--- config.mk ---
export PLATFORM = sky130hd
export DESIGN_NAME = regfile_writeback
export DESIGN_NICKNAME = d
export VERILOG_FILES = /design/src/rtl/cpu_types_pkg.sv /design/src/rtl/regfile_writeback.sv
export SDC_FILE = /design/constraint.sdc
export NUM_CORES = 1
export LEC_CHECK = 0
export ABC_CLOCK_PERIOD_IN_PS = 2300
export CORE_MARGIN = 4
export CORE_UTILIZATION = 35
export CTS_CLUSTER_DIAMETER = 60
export DETAILED_ROUTE_END_ITERATION = 7
export DONT_BUFFER_PORTS = 1
export SLEW_MARGIN = 5
export SYNTH_ARGS = -nofsm -noshare
export SYNTH_HDL_FRONTEND = slang
export SYNTH_SLANG_ARGS = --single-unit
--- constraint.sdc ---
create_clock -name CLK -period 2.3 [get_ports CLK]
set_clock_uncertainty 0.05 [all_clocks]
set_input_delay 0.23 -clock CLK [delete_from_list [all_inputs] [get_ports CLK]]
set_output_delay 0.23 -clock CLK [all_outputs]
set_load 0.02 [all_outputs]
--- src/rtl/cpu_types_pkg.sv ---
//------------------------------------------------------------------------------
// Module      : cpu_types_pkg
// Description : Shared CPU word/register types and writeback state encoding.
// Revision    : 1.0 - initial release
//------------------------------------------------------------------------------
`default_nettype none

package cpu_types_pkg;

    typedef logic [31:0] word_t;
    typedef logic [4:0]  regbits_t;

    localparam regbits_t LINK_REG = 5'd31;

    typedef enum logic [1:0] {
        IDLE      = 2'd0,
        WAIT_DATA = 2'd1,
        COMMIT    = 2'd2
    } wb_state_t;

endpackage : cpu_types_pkg

`default_nettype wire

--- src/rtl/regfile_writeback.sv ---
//------------------------------------------------------------------------------
// Module      : regfile_writeback
// Description : Decides when/where/what the register file writes; holds loads
//               pending until the data cache returns and stalls fetch meanwhile.
// Revision    : 1.0 - initial release
//------------------------------------------------------------------------------
`default_nettype none

module regfile_writeback
    import cpu_types_pkg::*;
(
    input  logic     CLK,
    input  logic     nRST,
    input  logic     ihit,
    input  logic     dhit,
    input  word_t    Instruction,
    input  logic     RegWrite,
    input  logic     RegDst,
    input  logic     JAL,
    input  logic     MemToReg,
    input  logic     dREN,
    input  word_t    ALUResult,
    input  word_t    PC4,
    input  word_t    dload,
    output logic     WEN,
    output regbits_t wsel,
    output word_t    wdat,
    output word_t    lastInstruction,
    output logic     stall,
    output regbits_t pend_sel
);

    wb_state_t r_state;
    logic      r_wen;
    regbits_t  r_wsel;
    word_t     r_wdat;
    word_t     r_last_instr;
    regbits_t  r_pend_sel;

    regbits_t  w_dest;
    logic      w_accept;
    logic      w_write_valid;
    logic      w_is_load;

    always_comb begin
        w_dest = Instruction[20:16];
        if (JAL) begin
            w_dest = LINK_REG;
        end else if (RegDst) begin
            w_dest = Instruction[15:11];
        end
    end

    // WAIT_DATA owns the pipeline until the cache answers; issues there are ignored.
    assign w_accept      = ihit && (r_state != WAIT_DATA);
    assign w_write_valid = RegWrite && (w_dest != '0);
    assign w_is_load     = MemToReg && dREN;

    always_ff @(posedge CLK or negedge nRST) begin
        if (!nRST) begin
            r_state      <= IDLE;
            r_wen        <= 1'b0;
            r_wsel       <= '0;
            r_wdat       <= '0;
            r_last_instr <= '0;
            r_pend_sel   <= '0;
        end else begin
            case (r_state)
                WAIT_DATA: begin
                    if (dhit) begin
                        r_wsel     <= r_pend_sel;
                        r_wdat     <= dload;
                        r_pend_sel <= '0;
                        r_wen      <= 1'b1;
                        r_state    <= COMMIT;
                    end
                end
                default: begin
                    r_wen   <= 1'b0;
                    r_state <= IDLE;
                    if (w_accept) begin
                        r_last_instr <= Instruction;
                        if (w_write_valid) begin
                            if (w_is_load && !dhit) begin
                                r_pend_sel <= w_dest;
                                r_state    <= WAIT_DATA;
                            end else begin
                                r_wsel  <= w_dest;
                                r_wen   <= 1'b1;
                                r_state <= COMMIT;
                                if (w_is_load) begin
                                    r_wdat <= dload;
                                end else begin
                                    r_wdat <= JAL ? PC4 : ALUResult;
                                end
                            end
                        end
                    end
                end
            endcase
        end
    end

    assign WEN             = r_wen;
    assign wsel            = r_wsel;
    assign wdat            = r_wdat;
    assign lastInstruction = r_last_instr;
    assign pend_sel        = r_pend_sel;
    assign stall           = (r_state == WAIT_DATA);

endmodule : regfile_writeback

`default_nettype wire

==> results by stage <==
Clock network:
- The post-CTS clock slew at the launch and capture registers of the worst setup and hold paths is ~0.070 ns.
- The CTS H-tree depth is 3.
- The total number of clock tree sinks is 76.
- The clock passes through at most 2 buffers.
- TritonCTS built the clock tree.
- The root buffer cell is sky130_fd_sc_hd__clkbuf_8.
- The post-cts resize count is 0.
- Clock latency on the worst-skew pair, taken at its later pin, is 0.34 ns.
- The post-cts hold buffer count is 36.
- The number of setup buffers added after CTS is 0.
- In this run, CTS created clock tree buffers numbering 9.

Placed design:
- After legalization and detailed placement, the total HPWL measured roughly 6800 um.
- Input and output buffers added on the ports amount to 0.
- The total placed cells including tap cells is ~440.
- The global placement routability congestion is roughly 0.8.

Synthesis:
- The number of nets produced by synthesis is 455.
- For this run, the number of Yosys warnings is 0.
- The combined area of all synthesized cells is 3880 um^2.
- The number of different library cells used by synthesis comes to 29.
- The synthesized area per cell is between 10 and 15 um^2.
- Of the synthesized area, sequential elements account for 0.490.
- Synthesis produced a netlist whose cell count is between 300 and 400.
- The synthesized design contains 76 register bits.

GRT:
- The maximum number of pins on one net before global-route repair is 77.
- The number of antenna violations at the first check in global routing came to 0.
- Across every metal layer, demand over resource in global routing totals 0.150.
- The number of global-route vias before repair is between 2000 and 3000.
- The first global-routing pass estimated around 15000 um of wire.
- The total grt overflow is 0.

Drt:
- Using the TritonRoute via totals, the vias-per-cell ratio works out to ~5.5.
- The detailed router's first-iteration violation count is between 150 and 200.
- Once detail routing completed, the nets flagged for antenna violations numbered 0.
- The overall via count from detail_route is ~2700.
- The routed design has 9670 um of wire.
- The residual DRC count is 0.
- The number of detailed-routing iterations run before antenna repair is 6.
- After detailed routing, the average wire length per cell comes to 19.8 um.

Pwr:
- The cell area power density is 802 nW/um^2.
- The worst voltage drop across the vdd grid is 0.444 mV.
- The static leakage is ~0.0019 uW.

STA:
- The worst path in the final design needs a cycle of between 1.5 and 2 ns, including I/O delays and setup.
- The count of endpoints failing hold in the final timing report is 0.
- The number of pins exceeding their max-slew limit in the final report is 0.
- The highest attainable clock frequency is between 0.5 and 0.6 GHz.
- The worst slew margin relative to its limit is 0.603.
- The number of setup violations in the final report is 0.
- The final sum of negative setup slack is 0 ns.
- The ratio of final minimum period to clock period is 0.834.
- The transition time at the pin with the least slew margin is about 0.60 ns.
- Setup repair after global routing left no endpoint under its margin.

Floorplan:
- For this design the top-level I/O count stands at 213.
- For this configuration, the core starts out at a cell density of 0.358.
- The count of standard-cell rows is 38.
- The die is about 110 um tall.
- The floorplan core area is 10800 um^2.
- The floorplan step defined a die boundary enclosing between 10000 and 15000 um^2.
- From left edge to right edge, the die measures around 110 um.

Final layout:
- The fraction of layout instances using a drive strength above 1 is 0.278.
- Leaving out fill and tap cells, the most frequent cells in the layout are sky130_fd_sc_hd__dfrtp_1, sky130_fd_sc_hd__mux2_2, sky130_fd_sc_hd__dlygate4sd3_1.
- The most common cell after layout, fill and taps aside is sky130_fd_sc_hd__dfrtp_1.
- For this run, the number of standard cells in the final layout without fillers is 489.
- The number of antenna diodes in the final layout is 0.
- The number of filler instances in the final layout is 998.
- The layout-stage area growth over the synthesis result is 16.6%.
- For this run, the post-layout net count is slightly below 500.

Worst setup path:
- The path type of the worst setup path is flop to flop.
- The startpoint type of the worst setup path is a flop.
- STA puts the critical path data required time at roughly 2.5 ns.
- Traced cell by cell, the critical path runs through nand2b_2 > inv_1 > a211oi_2 > a211oi_4 > buf_12 > mux2_2.
- The biggest cell delay along the critical path is ~0.37 ns.
- Along the worst path, the maximum fanout reaches 30.
- The type of destination of the critical path is a flop.
- For this design, the slowest cell found on the critical path is sky130_fd_sc_hd__dfrtp_1.
- At the worst endpoint, the arrival time is around 2.1 ns.

Min path:
- The min-delay analysis places its worst path in the category input pin to flop.

Job:
- The count of max-cap constraint violations is 0.

Outcome:
- The run finished with clean final reports.
## report_power, final
| part | leakage [uW] | internal, uW | switching [uW] | total (uW) |
|---|---|---|---|---|
| Combinational | 0.000920 | 383 | 224 | 607 |
| Clock | 0.0000893 | 442 | 453 | 895 |
| Sequential | 0.000884 | 1590 | 538 | 2130 |
## worst paths after layout
| path | startpoint | endpoint | slack [ns] | cells after the start |
|---|---|---|---|---|
| setup / recovery | r_state[1] | wdat[2] | 0.38 | 6 |
| setup reg to reg | r_state[1] | wdat[2] | 0.38 | 6 |
| hold reg to reg | r_state[0] | r_state[0] | 0.57 | 2 |
| min in group asynchronous | nRST | wdat[29] | 0.38 | 2 |
| hold / removal | JAL | pend_sel[0] | 0.04 | 2 |
| max in group asynchronous | nRST | lastInstruction[22] | 1.52 | 2 |
## routing by layer
metal | vias to the layer above | wire length, um | global-route usage
li1 | 1236 | - | -
met1 | 1276 | 3730 | 0.178
met2 | 177 | 4470 | 0.226
met3 | 19 | 1190 | 0.0663
met4 | 0 | 282 | 0.0857
met5 | - | 0 | 0
## sequential cells by signal, indices dropped and copies added, names as in the netlist
register         count
wsel                 5
pend_sel             5
r_state              2
wdat                32
lastInstruction     32
## critical path, delay by kind of cell, from the launching register on
kind	cells	cell delay, ns
AOI/OAI and AO/OA	2	0.41
muxes	1	0.36
buffers and inverters	2	0.38
and+or+nand+nor	1	0.22
DFF	1	0.37
## stage by stage
stage | hold WS, ns | util | setup slack [ns] | cell area (um^2) | total power (uW)
floorplan | -0.116 | - | 0.318 | 3880 | 2560
global placement | -0.112 | 0.367 | 0.443 | 3980 | 2670
detailed placement | -0.112 | 0.367 | 0.389 | 3980 | 2690
CTS | 0.0000862 | 0.418 | 0.373 | 4530 | 3700
global route | 0.0142 | 0.418 | 0.275 | 4530 | 3840
finish | 0.0376 | 0.418 | 0.381 | 4530 | 3630
## Yosys cell counts (all sizes together)
| cell | count | area (um^2) |
|---|---|---|
| nor4b | 1 | 8.76 |
| and4b | 1 | 10.0 |
| inv | 5 | 18.8 |
| a22oi | 1 | 7.51 |
| o22ai | 4 | 25.0 |
| nor2b | 4 | 25.0 |
| mux2i | 32 | 320 |
| buf | 14 | 111 |
| a21o | 1 | 7.51 |
| clkbuf | 14 | 52.6 |
| o211ai | 1 | 7.51 |
| nor4 | 1 | 6.26 |
| dfrtp | 76 | 1900 |
| nand3 | 1 | 5.00 |
| a211oi | 6 | 55.1 |
| mux2 | 70 | 860 |
| a22o | 1 | 10.0 |
| nand2b | 1 | 6.26 |
| a21oi | 34 | 170 |
| nand2 | 8 | 30.0 |
| o21ai | 7 | 35.0 |
| nor2 | 3 | 11.3 |
| a31oi | 32 | 200 |
## area by class of cell
type | instances | area [um^2] | share of cell area
flip-flops and latches | 76 | 1900 | 0.420
multi-input cells | 209 | 1810 | 0.400
repair buffers | 44 | 450 | 0.0995
well taps | 140 | 175 | 0.0387
clock buffers | 13 | 159 | 0.0351
inverters | 5 | 18.8 | 0.00414
clock inverters | 2 | 10.0 | 0.00221
## cells by family (layout without fill, tap and decap cells)
| group | Yosys count | count (layout) | share of synthesized area |
|---|---|---|---|
| flip-flops | 76 | 76 | 0.490 |
| AO/OA/AOI/OAI | 87 | 87 | 0.133 |
| multiplexers | 102 | 102 | 0.304 |
| buffers and inverters | 33 | 64 | 0.0470 |
| AND/OR/NAND/NOR | 20 | 20 | 0.0264 |
(Power assumes the default switching activity.)
